`src/rtl/fb_mem_arbiter.sv`:
```
// Framebuffer memory arbiter: HDMI scan-out burst reads vs. camera single-word writes.
// Reads have priority; a write that has waited WR_MAX_WAIT cycles overrides it at the next IDLE.
module fb_mem_arbiter #(
  parameter int unsigned ADDR_W      = 26,
  parameter int unsigned DATA_W      = 24,
  parameter int unsigned BURST_LEN   = 16,
  parameter int unsigned WR_MAX_WAIT = 64
) (
  input  logic              clk_low,
  input  logic              reset,
  input  logic              rd_req,
  input  logic [ADDR_W-1:0] rd_addr,
  output logic              rd_grant,
  output logic              rd_valid,
  output logic [DATA_W-1:0] rd_data,
  input  logic              wr_req,
  input  logic [ADDR_W-1:0] wr_addr,
  input  logic [DATA_W-1:0] wr_data,
  output logic              wr_ack,
  output logic              mem_cmd_valid,
  input  logic              mem_cmd_ready,
  output logic              mem_we,
  output logic [ADDR_W-1:0] mem_addr,
  output logic [DATA_W-1:0] mem_wdata,
  input  logic              mem_rvalid,
  input  logic [DATA_W-1:0] mem_rdata
);

  localparam int unsigned BEAT_W = (BURST_LEN > 1) ? $clog2(BURST_LEN) : 1;
  localparam int unsigned WAIT_W = $clog2(WR_MAX_WAIT + 1);

  typedef enum logic [1:0] {IDLE, RD_BURST, WR} state_t;

  typedef struct packed {
    logic              valid;
    logic              we;
    logic [ADDR_W-1:0] addr;
    logic [DATA_W-1:0] wdata;
  } mem_cmd_t;

  state_t            state, state_nxt;
  mem_cmd_t          cmd, cmd_nxt;
  logic [BEAT_W-1:0] beat, beat_nxt;
  logic [ADDR_W-1:0] base, base_nxt;
  logic [WAIT_W-1:0] wait_cnt;
  logic              hs;
  logic              wr_starved;

  assign hs         = cmd.valid & mem_cmd_ready;
  assign wr_starved = (wait_cnt >= WAIT_W'(WR_MAX_WAIT));

  assign mem_cmd_valid = cmd.valid;
  assign mem_we        = cmd.we;
  assign mem_addr      = cmd.addr;
  assign mem_wdata     = cmd.wdata;

  always_ff @(posedge clk_low) begin
    if (!reset) begin
      state <= IDLE;
      cmd   <= '0;
      beat  <= '0;
      base  <= '0;
    end else begin
      state <= state_nxt;
      cmd   <= cmd_nxt;
      beat  <= beat_nxt;
      base  <= base_nxt;
    end
  end

  // The command register is loaded with the next command, so mem_* never
  // depend combinationally on the requester inputs.
  always_comb begin
    state_nxt = state;
    cmd_nxt   = cmd;
    beat_nxt  = beat;
    base_nxt  = base;
    rd_grant  = 1'b0;
    wr_ack    = 1'b0;
    case (state)
      IDLE: begin
        if (wr_req && wr_starved) begin
          state_nxt     = WR;
          cmd_nxt.valid = 1'b1;
          cmd_nxt.we    = 1'b1;
          cmd_nxt.addr  = wr_addr;
          cmd_nxt.wdata = wr_data;
        end else if (rd_req) begin
          rd_grant      = 1'b1;
          base_nxt      = rd_addr;
          beat_nxt      = '0;
          state_nxt     = RD_BURST;
          cmd_nxt.valid = 1'b1;
          cmd_nxt.we    = 1'b0;
          cmd_nxt.addr  = rd_addr;
        end else if (wr_req) begin
          state_nxt     = WR;
          cmd_nxt.valid = 1'b1;
          cmd_nxt.we    = 1'b1;
          cmd_nxt.addr  = wr_addr;
          cmd_nxt.wdata = wr_data;
        end
      end
      RD_BURST: begin
        if (hs) begin
          if (beat == BEAT_W'(BURST_LEN - 1)) begin
            state_nxt     = IDLE;
            cmd_nxt.valid = 1'b0;
          end else begin
            beat_nxt     = beat + BEAT_W'(1);
            cmd_nxt.addr = base + ADDR_W'(beat_nxt);
          end
        end
      end
      WR: begin
        if (hs) begin
          wr_ack        = 1'b1;
          state_nxt     = IDLE;
          cmd_nxt.valid = 1'b0;
          cmd_nxt.we    = 1'b0;
        end
      end
      default: state_nxt = IDLE;
    endcase
    // Keep the handshake pulses quiet while the block is held in reset.
    if (!reset) begin
      rd_grant = 1'b0;
      wr_ack   = 1'b0;
    end
  end

  always_ff @(posedge clk_low) begin
    if (!reset || !wr_req || wr_ack)
      wait_cnt <= '0;
    else if (state != WR && !wr_starved)
      wait_cnt <= wait_cnt + WAIT_W'(1);
  end

  always_ff @(posedge clk_low) begin
    if (!reset) begin
      rd_valid <= 1'b0;
      rd_data  <= '0;
    end else begin
      rd_valid <= mem_rvalid;
      if (mem_rvalid) rd_data <= mem_rdata;
    end
  end

endmodule

```
`config.mk`:
```
export PLATFORM = sky130hd
export DESIGN_NAME = fb_mem_arbiter
export DESIGN_NICKNAME = d
export VERILOG_FILES = /design/src/rtl/fb_mem_arbiter.sv
export SDC_FILE = /design/constraint.sdc
export NUM_CORES = 1
export LEC_CHECK = 0
export BUFFER_PORTS_ARGS = -buffer_cell sky130_fd_sc_hd__buf_2
export CORE_ASPECT_RATIO = 0.6
export CORE_MARGIN = 5
export CORE_UTILIZATION = 54
export CTS_CLUSTER_DIAMETER = 60
export DETAILED_ROUTE_END_ITERATION = 16
export HOLD_SLACK_MARGIN = 0.02
export PLACE_DENSITY = 0.88
export SLEW_MARGIN = 20
export SYNTH_ARGS = -nofsm -noshare
export SYNTH_HDL_FRONTEND = slang
export SYNTH_SLANG_ARGS = --single-unit
```
`constraint.sdc`:
```
create_clock -name clk_low -period 6.1 [get_ports clk_low]
set_input_delay 1.22 -clock clk_low [delete_from_list [all_inputs] [get_ports clk_low]]
set_output_delay 1.22 -clock clk_low [all_outputs]
set_load 0.05 [all_outputs]
```
# Word level (Yosys, flattened, before mapping)

Index checks and enable logic that the tools add are counted.

Reduce and logical (&&, ||, !) cells: 19
Eq/ne operators: 12
Bitwise gates (word level): 2
Mux-type cells: 30
$add $sub $neg: 3
$lt $le $gt $ge: 1

Operators with widths:

| operator                                    | count |
|---|---|
| 2-to-1 mux 52 bit                           | 2 |
| 2-to-1 mux 26 bit                           | 2 |
| one-hot mux 26 bit (2 select lines)         | 1 |
| 2-to-1 mux 28 bit                           | 1 |
| adder 26 x 4 -> 26 bit                      | 1 |
| 2-to-1 mux 24 bit                           | 1 |
| 2-to-1 mux 4 bit                            | 4 |
| != test 2 bit, second input constant        | 7 |
| 2-to-1 mux 2 bit                            | 6 |
| AND reduction 5 bit                         | 2 |
| 2-to-1 mux 1 bit                            | 9 |
| AND reduction 3 bit                         | 3 |
| one-hot mux 4 bit (2 select lines)          | 1 |
| AND reduction 4 bit                         | 2 |
| adder 7 x 1 -> 7 bit, second input constant | 1 |
| >= comparator 7 bit, second input constant  | 1 |
| one-hot mux 2 bit (3 select lines)          | 1 |
| nonzero test 2 bit                          | 3 |
| adder 4 x 1 -> 4 bit, second input constant | 1 |
| == test 4 bit, second input constant        | 1 |
| != test 4 bit, second input constant        | 1 |
| zero test 1 bit                             | 3 |
| one-hot mux 1 bit (3 select lines)          | 1 |
| nonzero test 3 bit                          | 1 |
| other kinds (9)                             | 11 |

Output and inout port bits: 79
Register bits after elaboration: 116
Logic and storage cells: 77
Input port bits: 106

# Depth between registers and ports, before layout

Depth in word-level cells: 5
Depth in mapped cells: 10
Gate-level depth less buffers: 9

# Worst setup path before layout

OpenSTA, ideal clock, no wires.

Kind: input -> output
From: input port reset
To: output port rd_grant
Buffers on the path: 3
Slack: 2,234 ps
Stages on the path: 5
Data arrival time: 2,646 ps
Cells stage by stage: clkbuf_1 > inv_2 > clkbuf_1 > buf_1 > nor2_1

Cells in the longest elaborated chain, start to end: 1

Ends and longest elaborated chain:

| item               | RTL line | source |
|---|---|---|
| start: declaration | 10       | `input logic reset,` |
| 2-to-1 mux 1 bit   | 126      | `if (!reset) begin` |
| end: declaration   | 13       | `output logic rd_grant,` |

Every way passes these cells.

# Final worst setup path

Ends and elaborated chain as after synthesis.

==> results_dict.tcl <==
set metrics [dict create \
    yosysMostFrequentCell "nand2_1" \
    root_buffer "clkbuf_16" \
    final_cell_area_um2 6940 \
    yosys_warnings 0 \
    synth_edf_count 0 \
    clk_path_buf_depth 2 \
    antenna_found_initial 0 \
    drv_slew 0 \
    cts_tree "built" \
    postCtsHoldBufs 0 \
    syn2layout_area_growth_pct 29.3 \
    critPathKind "input port to primary output" \
    die_w_um 139 \
    start_util_pct 54.9 \
    numCtsBuffers 17 \
    tightestPinTransition_ns 1.13 \
    reg2reg_from "beat[0]" \
    grt_pass1_wl_um 24800 \
    antenna_cells 0 \
    h-tree-depth 4 \
    grt_max_degree 79 \
    synth_ff_type "dfxtp_1" \
    setup_violations 0 \
    place.gp.congestion 0.915 \
    detail_route.wl_per_cell_um 15.5 \
    rsz0062_at_grt "false" \
    avgViaCountPerCell 5.44 \
    cp_cell_sequence "buf_2 > inv_2 > nor2_1 > buf_2" \
    grt_overflow 0 \
    core-area_um2 9770 \
    critPathLaunch "reset" \
    slowest_stage "buf_2" \
    critPathMaxStageDelay_ns 0.36 \
    cp-end-kind "primary output" \
    max_freq_mhz 285 \
    min_period_over_period_pct 57.5 \
    synth_fp_nets 795 \
    hold_viol_final 0 \
    post_cts_buffers 0 \
    die_h_um 87.2 \
    io_pins 185 \
    min_period_ns 3.51 \
    p_leak_uw 0.00318 \
    drv_cap 0 \
    clock_sinks 116 \
    netlist_instances 676 \
    track_usage_pct 24.9 \
    ys_top_cells_by_count "nand2_1, dfxtp_1, a21oi_1, nor2_1, clkbuf_1" \
    cp_data_arrival_time_ns 2.29 \
    crit_fanout 21 \
    hold_start "mem_addr[4]" \
    cts_resized 0 \
    postRouteAntennaNets 0 \
    placed_area_um2 6320 \
    wirelength_um 15300 \
    ys_seq_elements 116 \
    finClkSkew_ns 0.0104 \
    dr.first_iter.drc_count 418 \
    synth_top_cell_by_area "dfxtp_1" \
    status "complete, no violations" \
    first_global_vias 4991 \
    multi_input_area_um2 2840 \
    path_clk_slew_ns 0.06 \
    synth_area_leaders "dfxtp_1, nand2_1, a21oi_1" \
    port_buffers 184 \
    tns_ns 0 \
    critPathLaunchType "input port" \
    vias 5382 \
    hold_path_class "flip-flop to flip-flop" \
    required_ns 4.88 \
    firstDrtPassIters 5 \
    route.detailed.drc 0 \
    dieArea_um2 12100 \
    ys_seq_area_share_pct 43.3 \
    max_slew_margin_pct 23.9 \
    register_area_um2 2320 \
    clk-insertion-delay-late_ns 0.40 \
    synth_async_sr_flop_share_pct 0 \
    critPathMostFrequentCell "buf_2" \
    power_density_nw_per_um2 374 \
    irDropWorstVdd_mv 0.234 \
    ys_types 52 \
    post-dp-hpwl_um 10600 \
    syn_area_um2 5370 \
    final_nets 960 \
    avgSynthCellArea_um2 7.94 \
    final_layout_size_suffix_gt1_share_pct 26.9 \
    synth_top_area_share_pct 43.3 \
    regToRegSetupSlack_ns 3.15 \
    rows 28 \
    fill_cells 773 \
]
## through the flow
stage | hold slack [ns] | util, % | cells | power [µW] | setup slack (ns)
final | 0.451 | 71.0 | 989 | 2600 | 2.59
after global placement | 0.438 | 64.7 | 957 | 1570 | 2.64
after detailed placement | 0.443 | 64.7 | 957 | 1580 | 2.61
after floorplan | 0.440 | - | 676 | 1400 | 2.23
after global routing | 0.464 | 71.0 | 989 | 2710 | 2.56
after CTS | 0.451 | 71.0 | 989 | 2600 | 2.61
## registers in the layout, summed over array words and instances, names as in the netlist
register	cells
state	2
base	26
wait_cnt	7
rd_valid	1
mem_cmd_valid	1
mem_we	1
rd_data	24
mem_wdata	24
mem_addr	26
beat	4
## final timing paths
| kind | endpoint | cells after the start |
|---|---|---|
| max | rd_grant | 4 |
| min | mem_addr[4] | 2 |
| max reg2reg | mem_addr[22] | 8 |
| min reg2reg | mem_addr[4] | 2 |
## layout make-up
class                           instances  area share, %
Clock buffer                           18           6.33
Clock inverter                         14           2.54
Inverter                               13          0.703
Multi-Input combinational cell        506           41.0
Sequential cell                       116           33.5
Tap cell                              135           2.43
Timing Repair Buffer                  187           13.6
## power breakdown
| part | leakage (µW) | total, µW | internal [µW] | switching (µW) |
|---|---|---|---|---|
| Clock | 0.000297 | 1020 | 658 | 363 |
| Combinational | 0.00193 | 673 | 185 | 488 |
| Sequential | 0.000952 | 903 | 842 | 61.5 |
## routing by layer
metal  vias to the layer above  global-route usage, %  part of all wire, %
met5                         -                      0                    0
met4                         0                   7.37                 0.88
met3                        16                   5.27                  8.8
met2                       250                   36.4                   43
met1                      2480                   37.2                   47
li1                       2636                      -                    -
## cells in the final DEF, fill, tap and decap left out, types with 4 or more instances in the layout
master and instances:
mux2i_1 32, nand3_1 22, buf_2 184, o22ai_1 7, and2_1 7, and3_1 10, a21oi_1 87, nor2_1 54
nand4_1 11, xnor2_1 5, dfxtp_1 116, ha_1 12, inv_1 11, clkbuf_16 17, clkinv_4 4, xor2_1 22
o21ai_0 12, nand2_1 176, a31oi_1 5
## critical path, delay by kind of cell
kind	cells	cell delay (ns)
simple gates	1	0.16
buf+inv	3	0.89
## kinds of logic after synthesis
logic type | synth area share [%]
AOI/OAI and AO/OA | 16.0
xor gates and xnor gates | 4.41
adders and majority gates | 3.17
buffers and inverters | 3.87
DFF | 43.3
muxes | 5.97
and+or+nand+nor | 23.3
(Power assumes the default switching activity.)
